==> config.mk <==
export PLATFORM = sky130hd
export DESIGN_NAME = clk_en_bank
export DESIGN_NICKNAME = d
export VERILOG_FILES = /design/src/rtl/clk_en_pkg.sv /design/src/rtl/clk_en_chan.sv /design/src/rtl/clk_en_bank.sv
export SDC_FILE = /design/constraint.sdc
export NUM_CORES = 1
export LEC_CHECK = 0
export BUFFER_PORTS_ARGS = -buffer_cell sky130_fd_sc_hd__buf_2
export CELL_PAD_IN_SITES_DETAIL_PLACEMENT = 0
export CELL_PAD_IN_SITES_GLOBAL_PLACEMENT = 2
export CORE_ASPECT_RATIO = 0.8
export CORE_MARGIN = 2
export CORE_UTILIZATION = 39
export CTS_CLUSTER_SIZE = 16
export DETAILED_ROUTE_END_ITERATION = 8
export HOLD_SLACK_MARGIN = 0.06
export PLACE_DENSITY = 0.83
export SYNTH_ARGS = -nofsm -noshare
export SYNTH_HDL_FRONTEND = slang
export SYNTH_HIERARCHICAL = 1
export SYNTH_SLANG_ARGS = --single-unit
==> constraint.sdc <==
create_clock -name clk -period 3.8 [get_ports clk]
set_input_delay 0.38 -clock clk [delete_from_list [all_inputs] [get_ports clk]]
set_output_delay 0.38 -clock clk [all_outputs]
set_load 0.02 [all_outputs]
==> src/rtl/clk_en_pkg.sv <==
// Shared definitions for the clock-enable bank: global mode encoding.
package clk_en_pkg;

  typedef enum logic [1:0] {
    MODE_STOP  = 2'b00,
    MODE_RUN   = 2'b01,
    MODE_STEP  = 2'b10,
    MODE_ALIGN = 2'b11
  } mode_e;

endpackage

==> src/rtl/clk_en_chan.sv <==
// One enable channel: programmable divisor, free-running counter, registered
// enable pulse and matching toggle output.
module clk_en_chan #(
  parameter int CNT_W   = 32,
  parameter int DEF_DIV = 3
)(
  input  logic             clk,
  input  logic             rst,
  input  logic             advance,
  input  logic             step_fire,
  input  logic             align,
  input  logic             wr,
  input  logic [CNT_W-1:0] wr_div,
  output logic             en,
  output logic             tog
);

  logic [CNT_W-1:0] r_cnt;
  logic [CNT_W-1:0] r_div;
  logic             r_en;
  logic             r_tog;
  logic [CNT_W-1:0] w_cnt_nxt;
  logic [CNT_W-1:0] w_div_nxt;
  logic             w_en_nxt;
  logic             w_tog_nxt;
  logic             w_active;
  logic             w_wrap;

  assign w_active = (r_div != {CNT_W{1'b0}});
  assign w_wrap   = (r_cnt == (r_div - CNT_W'(1)));

  // Next-state selection; a divisor write replaces the counter advance
  // but never cancels a step pulse.
  always_comb begin
    w_cnt_nxt = r_cnt;
    w_div_nxt = r_div;
    w_en_nxt  = 1'b0;
    w_tog_nxt = r_tog;
    if (align) begin
      w_cnt_nxt = {CNT_W{1'b0}};
      w_tog_nxt = 1'b0;
    end else if (step_fire) begin
      w_en_nxt  = w_active;
      w_tog_nxt = r_tog ^ w_active;
    end else if (advance && !wr) begin
      if (!w_active) begin
        w_cnt_nxt = {CNT_W{1'b0}};
      end else if (w_wrap) begin
        w_cnt_nxt = {CNT_W{1'b0}};
        w_en_nxt  = 1'b1;
        w_tog_nxt = ~r_tog;
      end else begin
        w_cnt_nxt = r_cnt + CNT_W'(1);
      end
    end else begin
      w_cnt_nxt = r_cnt;
    end
    if (wr) begin
      w_div_nxt = wr_div;
      w_cnt_nxt = {CNT_W{1'b0}};
    end else begin
      w_div_nxt = r_div;
    end
  end

  // Channel state registers.
  always_ff @(posedge clk) begin
    if (rst) begin
      r_cnt <= {CNT_W{1'b0}};
      r_div <= CNT_W'(DEF_DIV);
      r_en  <= 1'b0;
      r_tog <= 1'b0;
    end else begin
      r_cnt <= w_cnt_nxt;
      r_div <= w_div_nxt;
      r_en  <= w_en_nxt;
      r_tog <= w_tog_nxt;
    end
  end

  assign en  = r_en;
  assign tog = r_tog;

endmodule

==> src/rtl/clk_en_bank.sv <==
// Bank of NCH programmable clock-enable channels with run/stop/step/align
// control, step-switch synchroniser and divisor write port.
module clk_en_bank
  import clk_en_pkg::*;
#(
  parameter int NCH     = 5,
  parameter int CNT_W   = 32,
  parameter int DEF_DIV = 3
)(
  input  logic                   clk,
  input  logic                   rst,
  input  logic [1:0]             mode,
  input  logic                   step_in,
  input  logic                   cfg_we,
  input  logic [$clog2(NCH)-1:0] cfg_ch,
  input  logic [CNT_W-1:0]       cfg_div,
  output logic [NCH-1:0]         en,
  output logic [NCH-1:0]         tog,
  output logic                   step_ack,
  output logic                   cfg_err
);

  localparam int CH_W = $clog2(NCH);
  localparam logic [CH_W:0] NCH_L = (CH_W+1)'(NCH);

  logic r_sync1;
  logic r_sync2;
  logic r_edge;
  logic r_rise;
  logic r_step_ack;
  logic r_cfg_err;
  logic w_advance;
  logic w_align;
  logic w_step_fire;
  logic w_cfg_bad;

  assign w_advance   = (mode == MODE_RUN);
  assign w_align     = (mode == MODE_ALIGN);
  // An edge seen outside STEP mode simply expires here; it is never queued.
  assign w_step_fire = r_rise && (mode == MODE_STEP);
  assign w_cfg_bad   = ({1'b0, cfg_ch} >= NCH_L);

  // Step synchroniser, registered rising-edge detect and status pulses.
  always_ff @(posedge clk) begin
    if (rst) begin
      r_sync1    <= 1'b0;
      r_sync2    <= 1'b0;
      r_edge     <= 1'b0;
      r_rise     <= 1'b0;
      r_step_ack <= 1'b0;
      r_cfg_err  <= 1'b0;
    end else begin
      r_sync1    <= step_in;
      r_sync2    <= r_sync1;
      r_edge     <= r_sync2;
      r_rise     <= r_sync2 & ~r_edge;
      r_step_ack <= w_step_fire;
      r_cfg_err  <= cfg_we & w_cfg_bad;
    end
  end

  for (genvar gi = 0; gi < NCH; gi++) begin : g_chan
    clk_en_chan #(
      .CNT_W   (CNT_W),
      .DEF_DIV (DEF_DIV)
    ) u_chan (
      .clk       (clk),
      .rst       (rst),
      .advance   (w_advance),
      .step_fire (w_step_fire),
      .align     (w_align),
      .wr        (cfg_we && (cfg_ch == CH_W'(gi))),
      .wr_div    (cfg_div),
      .en        (en[gi]),
      .tog       (tog[gi])
    );
  end

  assign step_ack = r_step_ack;
  assign cfg_err  = r_cfg_err;

endmodule

==> summary.md, run 1 <==
| Metric | Value |
|---|---|
| Internal Pwr Total | 0.00633 W |
| Final min period | 3600 ps |
| Sw Pwr | 0.00230 W |
| DP HPWL | 49,100 um |
| Die Y | 212 um |
| F_max | 278 MHz |
| First-pass GRT wire length | 105,000 um |
| FF+latch count, synth | 336 |
| Seq pwr share | 42.3% |
| WP data arrival | 4050 ps |
| Setup Skew | 31.7 ps |
| CTS tree | yes |
| Mapped Area | 21,200 um2 |
| Clock Power Share | 47.5% |
| Worst r2r src | g_chan[3].u_chan/r_div[0] |
| Slew Limit Fails | 0 |
| Synth async-reset ratio | 0% |
| Grt ovf | 0 |
| Largest net degree at the start of global routing | 69 |
| Total GRT Usage | 23.8% |
| Vias post-DR | 19,680 |
| Layout Nets | 2,671 |
| Reg-to-reg slack, setup | 200 ps |
| Worst r2r dst | g_chan[3].u_chan/r_cnt[25] |
| Initial antenna violation count | 2 |
| Slew margin rel. | 42.9% |
| Worst Path Max Fanout | 8 |
| Port Buf Inserts | 52 |
| CP required | 4250 ps |
| Routed Antenna Nets | 0 |
| Cell Pwr Density | 366 nW/um2 |
| Die Area | 56,200 um2 |
| Peak VDD IR | 0.000239 V |
| Comb power frac | 10.3% |
| Startpoint types | register |
| Ys Warns | 6 |
| Worst hold path type | input port to register |
| WL/cell | 20.2 um |
| CP Launch Point | g_chan[3].u_chan/r_div[0] |
| Power Total | 0.00863 W |
| Filler cells | 5,294 |
| Final period util | 94.7% |
| IO Pins | 53 |
| Cell variety after synth | 67 |
| CTS root buf | clkbuf_16 |
| Placed Cells | 3,276 |
| Status | finished clean |
| Kind of critical path | register to register |
| Die Wd | 265 um |
| Number of clock sinks | 336 |
| Post-synth EDFFs | 0 |
| Sw Share | 26.7% |
| CTS Buf Count | 40 |
| Worst Setup EP | g_chan[3].u_chan/r_cnt[25] |
| Clk slew on worst S/H paths | 70 ps |
| H-tree depth | 2 |
| 1st-pass router iterations | 5 |
| Core Region | 53,700 um2 |
| DP Worst Slack | 210 ps |
| Leakage | 8.22 nW |
| Cells on Worst Hold Path | 2 |
| DRT iter0 DRCs | 1,672 |
| Syn_nets | 2,674 |
| Via-to-Cell Ratio | 5.87 |
| Layout cells sized above 1 | 13.2% |
| Worst slew pin tran | 850 ps |
| Most used DFF post-synth | dfxtp_1 |
| DRT Wirelength | 67,900 um |
| Deepest clock path buffer count | 3 |
| Final Hold Fails | 0 |
| CP endpoint kind | register |
| Worst setup margin | 200 ps |
| # Max-Cap Violations | 0 |
| Post-Syn Instances | 2,623 |
| Initial Util | 39.4% |
| Avg Inst Size Synth | 8.07 um2 |
| Row count | 76 |
| # DRC | 0 |
| Skew-Pair Late Insertion Delay | 580 ps |
| Util after Layout | 43.8% |
| Number of global-route vias before repair | 17,991 |
| R2r worst-path depth | 12 |
| Sequential-to-total area share from yosys stat | 31.8% |
| Final setup viols | 0 |
| Non-filler cells, final | 3,354 |
| GPL Wtd Cong | 0.883 |
| Area growth syn-to-layout | 11.2% |
layout make-up:
cell class / instances / area (um2) / area share, %
clock buffers: 55 / 1140 / 4.83
clock inverters: 18 / 240 / 1.02
multi-input cells: 2067 / 13500 / 57.5
repair buffers: 130 / 867 / 3.68
well taps: 702 / 878 / 3.73
inverters: 45 / 169 / 0.717
diodes: 1 / 2.50 / 0.0106
flip-flops and latches: 336 / 6730 / 28.6
power by group through the flow:
stage | sequential, W | clock (W) | combinational (W)
global route | 0.00365 | 0.00433 | 0.000963
global placement | 0.00372 | 0 | 0.000862
detailed placement | 0.00372 | 0 | 0.000871
finish | 0.00365 | 0.00410 | 0.000888
CTS | 0.00364 | 0.00420 | 0.000877
floorplan | 0.00369 | 0 | 0.000597
cells in the final DEF (no fill, tap or decap), types with 30 or more instances in the layout:
master	synthesis	final
inv_1	45	45
buf_2	20	51
clkbuf_16	0	41
nor4_1	75	72
dfxtp_1	336	336
nor3_1	132	131
nand2_1	207	207
xnor2_1	125	125
nand3_1	215	215
o31ai_2	35	35
a31oi_1	85	85
mux2i_1	155	155
or3_1	70	70
or4_1	30	30
nand4_1	75	75
xor2_1	75	75
buf_4	0	76
a21oi_1	35	35
nor2_1	307	306
worst min-delay path by stage:
stage | startpoint | to | slack [ps]
after floorplan | r_sync1 | r_sync2 | 410
after global placement | r_sync1 | r_sync2 | 430
after detailed placement | r_sync1 | r_sync2 | 420
after CTS | mode[1] | step_ack | 90
after global routing | step_in | r_sync1 | 90
final | step_in | r_sync1 | 100
repair_timing:
action,CTS,global route
endpoints found under the hold margin,1,0
setup buffers,0,3
setup endpoints to repair,0,40
resized for setup,0,6
hold buffers,1,0
flip-flops by register name (all words and copies together) (netlist names):
signal	cells
g_chan.u_chan/r_cnt	160
g_chan.u_chan/r_div	160
g_chan.u_chan/en	5
g_chan.u_chan/tog	5
cfg_err	1
r_edge	1
r_rise	1
r_sync1	1
r_sync2	1
step_ack	1
worst max-delay path, cell delays in order (launching register included):
cell     delay, ps
dfxtp_1        360
inv_1          100
ha_1           240
or4b_4         540
nor4_1         460
a21oi_1        130
or3b_1         370
nor4_2         330
a41oi_2        300
buf_4          230
o21a_4         220
nand3_1        100
o31ai_2         70
cell families (layout without fill, tap and decap cells):
family	Yosys count	count (layout)	synth area share [%]
AOI/OAI and AO/OA	325	325	11.7
DFF	336	336	31.8
xor gates and xnor gates	200	200	8.27
and+or+nand+nor	1372	1372	35.5
adders and majority gates	10	10	0.591
muxes	160	160	7.59
other	0	1	0
buffers and inverters	220	248	4.58
per-stage QoR:
step / instance area (um2) / setup TNS, ps / hold slack [ps]
floorplan: 21200 / 0 / 411
global placement: 22100 / 0 / 429
detailed placement: 22100 / 0 / 424
CTS: 23500 / 0 / 86.4
global route: 23600 / -79.7 / 93.9
finish: 23600 / 0 / 99.9
layer usage:
layer,routed length (um),up-vias,global-route usage (%)
li1,-,9622,-
met1,32900,9449,34.4
met2,28500,508,36.0
met3,4240,101,3.09
met4,2170,0,8.41
met5,0,-,0
synthesized netlist by cell type, drive strengths merged, types with 20 or more instances:
cell / number / share of area, %
or2: 20 / 0.59
nand2: 212 / 3.9
a31oi: 85 / 2.5
dfxtp: 336 / 32
nand3: 225 / 5.7
xor2: 75 / 3.1
and4: 20 / 0.83
nor3: 133 / 3.2
mux2i: 155 / 7.3
nor4: 95 / 3.4
a21oi: 35 / 0.83
and3: 25 / 0.74
xnor2: 125 / 5.2
or4: 45 / 1.9
o21ai: 40 / 0.95
nor2b: 23 / 0.69
o31ai: 50 / 2.6
buf: 60 / 1.7
or3: 70 / 2.1
nand4: 80 / 2.5
a211oi: 20 / 0.71
clkbuf: 115 / 2.1
inv: 45 / 0.80
nor2: 312 / 5.6
No activity file was read; power rests on OpenSTA's default activity.
==> run 2: changes to the inputs <==
- CORE_UTILIZATION: 39 -> 38
- SYNTH_HIERARCHICAL: 1 -> not set
==> run 2 against run 1 <==
Die area increased by 3.2%. Non-clock buffer count increased by 37. Routed wire length increased by 14%. Synthesized cell count increased by 9.3%. Largest cell class unchanged. Critical path type unchanged. Sequential share of layout area decreased by 0.61 points.
==> summary.md, run 2 <==
| Metric | Value |
|---|---|
| Row count | 77 (was 76) |
| Cell taking the most area after synthesis | dfxtp_1 (unchanged) |
| GPL Wtd Cong | 0.890 (was 0.883) |
| Die Wd | 269 um (was 265 um) |
| 1st-pass router iterations | 5 (unchanged) |
| Synth top area share | 31.6% (was 31.8%) |
| Total GRT Usage | 26.0% (was 23.8%) |
| Clk slew on worst S/H paths | 60 ps (was 70 ps) |
| Port Buf Inserts | 52 (unchanged) |
| Final min period | 3640 ps (was 3600 ps) |
| CTS root buf | clkbuf_16 (unchanged) |
| Post-synth EDFFs | 0 (unchanged) |
| Final period util | 95.7% (was 94.7%) |
| # Max-Cap Violations | 0 (unchanged) |
| Most frequent cell after synthesis | nand2_1 (was dfxtp_1) |
| Deepest clock path buffer count | 3 (unchanged) |
| Mapped Area | 21,300 um2 (was 21,200 um2) |
| Top flop regs | g_chan.u_chan.r_cnt (160), g_chan.u_chan.r_div (160) (was g_chan.u_chan/r_cnt (160), g_chan.u_chan/r_div (160)) |
| WL/cell | 21.1 um (was 20.2 um) |
| Skew-Pair Late Insertion Delay | 560 ps (was 580 ps) |
| CTS tree | yes (unchanged) |
| Layout cells sized above 1 | 10.4% (was 13.2%) |
| Slew margin rel. | 25.1% (was 42.9%) |
| Final Hold Fails | 0 (unchanged) |
| Worst slew pin tran | 1120 ps (was 850 ps) |
| DP HPWL | 56,900 um (was 49,100 um) |
| Avg Inst Size Synth | 7.43 um2 (was 8.07 um2) |
| Syn_nets | 2,917 (was 2,674) |
| CTS Buf Count | 39 (was 40) |
| Leading post-synthesis cells by cell area | dfxtp_1 32%, nand2_1 9.0%, xnor2_1 5.2% (was dfxtp_1 32%, mux2i_1 7.3%, nor2_1 5.4%) |
| DRT Wirelength | 77,100 um (was 67,900 um) |
| Cell Pwr Density | 351 nW/um2 (was 366 nW/um2) |
| Crit path buffers/inverters | 1 (was 2) |
| Routed Antenna Nets | 0 (unchanged) |
| Status | finished clean (unchanged) |
| Number of clock sinks | 336 (unchanged) |
| Initial Util | 38.5% (was 39.4%) |
| # DRC | 0 (unchanged) |
| Synth async-reset ratio | 0% (unchanged) |
| Die Y | 216 um (was 212 um) |
| Vias post-DR | 21,572 (was 19,680) |
| Setup Skew | 15.4 ps (was 31.7 ps) |
| CP endpoint kind | register (unchanged) |
| Grt ovf | 0 (unchanged) |
| N_diodes | 0 (was 1) |
| Via-to-Cell Ratio | 5.90 (was 5.87) |
| Fin Setup TNS | 0 ps (unchanged) |
| Die Area | 58,000 um2 (was 56,200 um2) |
| IO Pins | 53 (unchanged) |
| WP data arrival | 4080 ps (was 4050 ps) |
| Core Region | 55,300 um2 (was 53,700 um2) |
| Startpoint types | register (unchanged) |
| CP cell instances | or4_1 > or4_1 > nor4_1 > a21boi_0 > nor2_1 > a211oi_1 > nand4_1 > buf_4 > a31oi_1 > o22ai_1 (was inv_1 > ha_1 > or4b_4 > nor4_1 > a21oi_1 > or3b_1 > nor4_2 > a41oi_2 > buf_4 > o21a_4 > nand3_1 > o31ai_2) |
| H-tree depth | 2 (unchanged) |
| DRT iter0 DRCs | 2,191 (was 1,672) |
| Slew Limit Fails | 0 (unchanged) |
| Most frequent cells in the layout | 509 x nand2_1, 336 x dfxtp_1, 185 x a21oi_1, 156 x nor2_1, 138 x nand3_1 (was 336 x dfxtp_1, 306 x nor2_1, 215 x nand3_1, 207 x nand2_1, 155 x mux2i_1) |
| Worst path slowest cell | or4_1 (was or4b_4) |
| Worst Path Max Fanout | 8 (unchanged) |
| Final setup viols | 0 (unchanged) |
| Commonest non-fill, non-tap cell in the layout | nand2_1 (was dfxtp_1) |
| Synth top cells by count | 509 x nand2_1, 336 x dfxtp_1, 186 x a21oi_1 (was 336 x dfxtp_1, 307 x nor2_1, 215 x nand3_1) |
| Area growth syn-to-layout | 13.0% (was 11.2%) |
| Cell variety after synth | 92 (was 67) |
| First-pass GRT wire length | 117,000 um (was 105,000 um) |
| Ys Warns | 0 (was 6) |
| Util after Layout | 43.5% (was 43.8%) |
| CP required | 4250 ps (about the same) |
| Number of global-route vias before repair | 19,628 (was 17,991) |
| DP Area | 22,600 um2 (was 22,100 um2) |
| Fin area | 24,100 um2 (was 23,600 um2) |
| Post-Syn Instances | 2,866 (was 2,623) |
| FF+latch count, synth | 336 (unchanged) |
| Most used DFF post-synth | dfxtp_1 (unchanged) |
| Largest net degree at the start of global routing | 87 (was 69) |
| Leakage | 8.81 nW (was 8.22 nW) |
| Top delay family on crit path | simple AND/OR/NAND/NOR gates (unchanged) |
| CP peak stage delay | 650 ps (was 540 ps) |
| Peak VDD IR | 0.000324 V (was 0.000239 V) |
| Sequential-to-total area share from yosys stat | 31.6% (was 31.8%) |
| CP most frequent cell | or4_1 |
| Layout Nets | 2,931 (was 2,671) |
| F_max | 275 MHz (was 278 MHz) |
| Kind of critical path | register to register (unchanged) |
| Initial antenna violation count | 0 (was 2) |
| Worst hold path type | input port to register (unchanged) |
run 2: cell count changes in the layout (fill, tap and decap cells not counted), sizes merged, moves of 23 or more:
cell	change
and3	+50
xor2	+30
mux2i	-126
buf	+36
nor2	-151
nand3	-87
or3	-39
a21oi	+151
nor4	-23
o21ai	+38
nand2	+298
run 2: final timing paths:
check / from / endpoint / slack [ps] / cells after the start
worst min register to register: r_edge / r_rise / 400 / 1
worst min-delay path: rst / g_chan[4].u_chan.r_div[7] / 120 / 2
worst max-delay path: g_chan[2].u_chan.r_div[21] / g_chan[2].u_chan.r_cnt[19] / 160 / 10
worst max register to register: g_chan[2].u_chan.r_div[21] / g_chan[2].u_chan.r_cnt[19] / 160 / 10
run 2: cells by family (layout without fill, tap and decap cells):
group,count (synthesis),in the layout,synth area share [%]
compound gates,587,587,18.0
xor+xnor,231,231,9.50
fa+ha+maj,10,10,0.587
buf+inv,253,295,4.76
flops,336,336,31.6
mux,33,33,1.57
simple gates,1416,1416,34.0
run 2: timing repair:
action / CTS / global route
endpoints found under the hold margin: 1 / 0
endpoints found under the setup margin: 0 / 104
buffers inserted: 0 / 4
hold buffers: 1 / 0
gates resized for setup: 0 / 17
run 2: routing by layer:
layer / GRT usage (%) / share of wire [%] / vias to the layer above
li1: - / - / 10400
met1: 38.8 / 48 / 10388
met2: 37.6 / 41 / 682
met3: 5.09 / 8.2 / 102
met4: 6.81 / 2.3 / 0
met5: 0 / 0 / -
run 2: stage by stage:
step / power [W] / hold WS, ps / cells / setup slack (ps)
final: 0.00845 / 124 / 3658 / 163
after global placement: 0.00460 / 382 / 3583 / 49.8
after detailed placement: 0.00460 / 392 / 3583 / 76.9
after floorplan: 0.00425 / 367 / 2866 / 446
after global routing: 0.00877 / 122 / 3658 / -13.7
after CTS: 0.00851 / 86.8 / 3653 / 33.4
run 2: where the power goes:
part	internal (W)	total [W]	switching [W]
Sequential	0.00357	0.00364	0.0000705
Clock	0.00230	0.00389	0.00159
Combinational	0.000303	0.000922	0.000619
Total	0.00617	0.00845	0.00228
run 2: worst reg2reg max path, cell delays in order, from the launching register on:
cell and delay [ps]:
dfxtp_1 370, or4_1 650, or4_1 490, nor4_1 410
a21boi_0 230, nor2_1 90, a211oi_1 340, nand4_1 430
buf_4 310, a31oi_1 120, o22ai_1 90
run 2: layout make-up:
cell class	instances	area, um2
clock buffers	59	1190
well taps	750	938
inverters	59	221
clock inverters	10	105
fillers	5688	31200
multi-input cells	2277	13700
flip-flops and latches	336	6730
repair buffers	167	1180
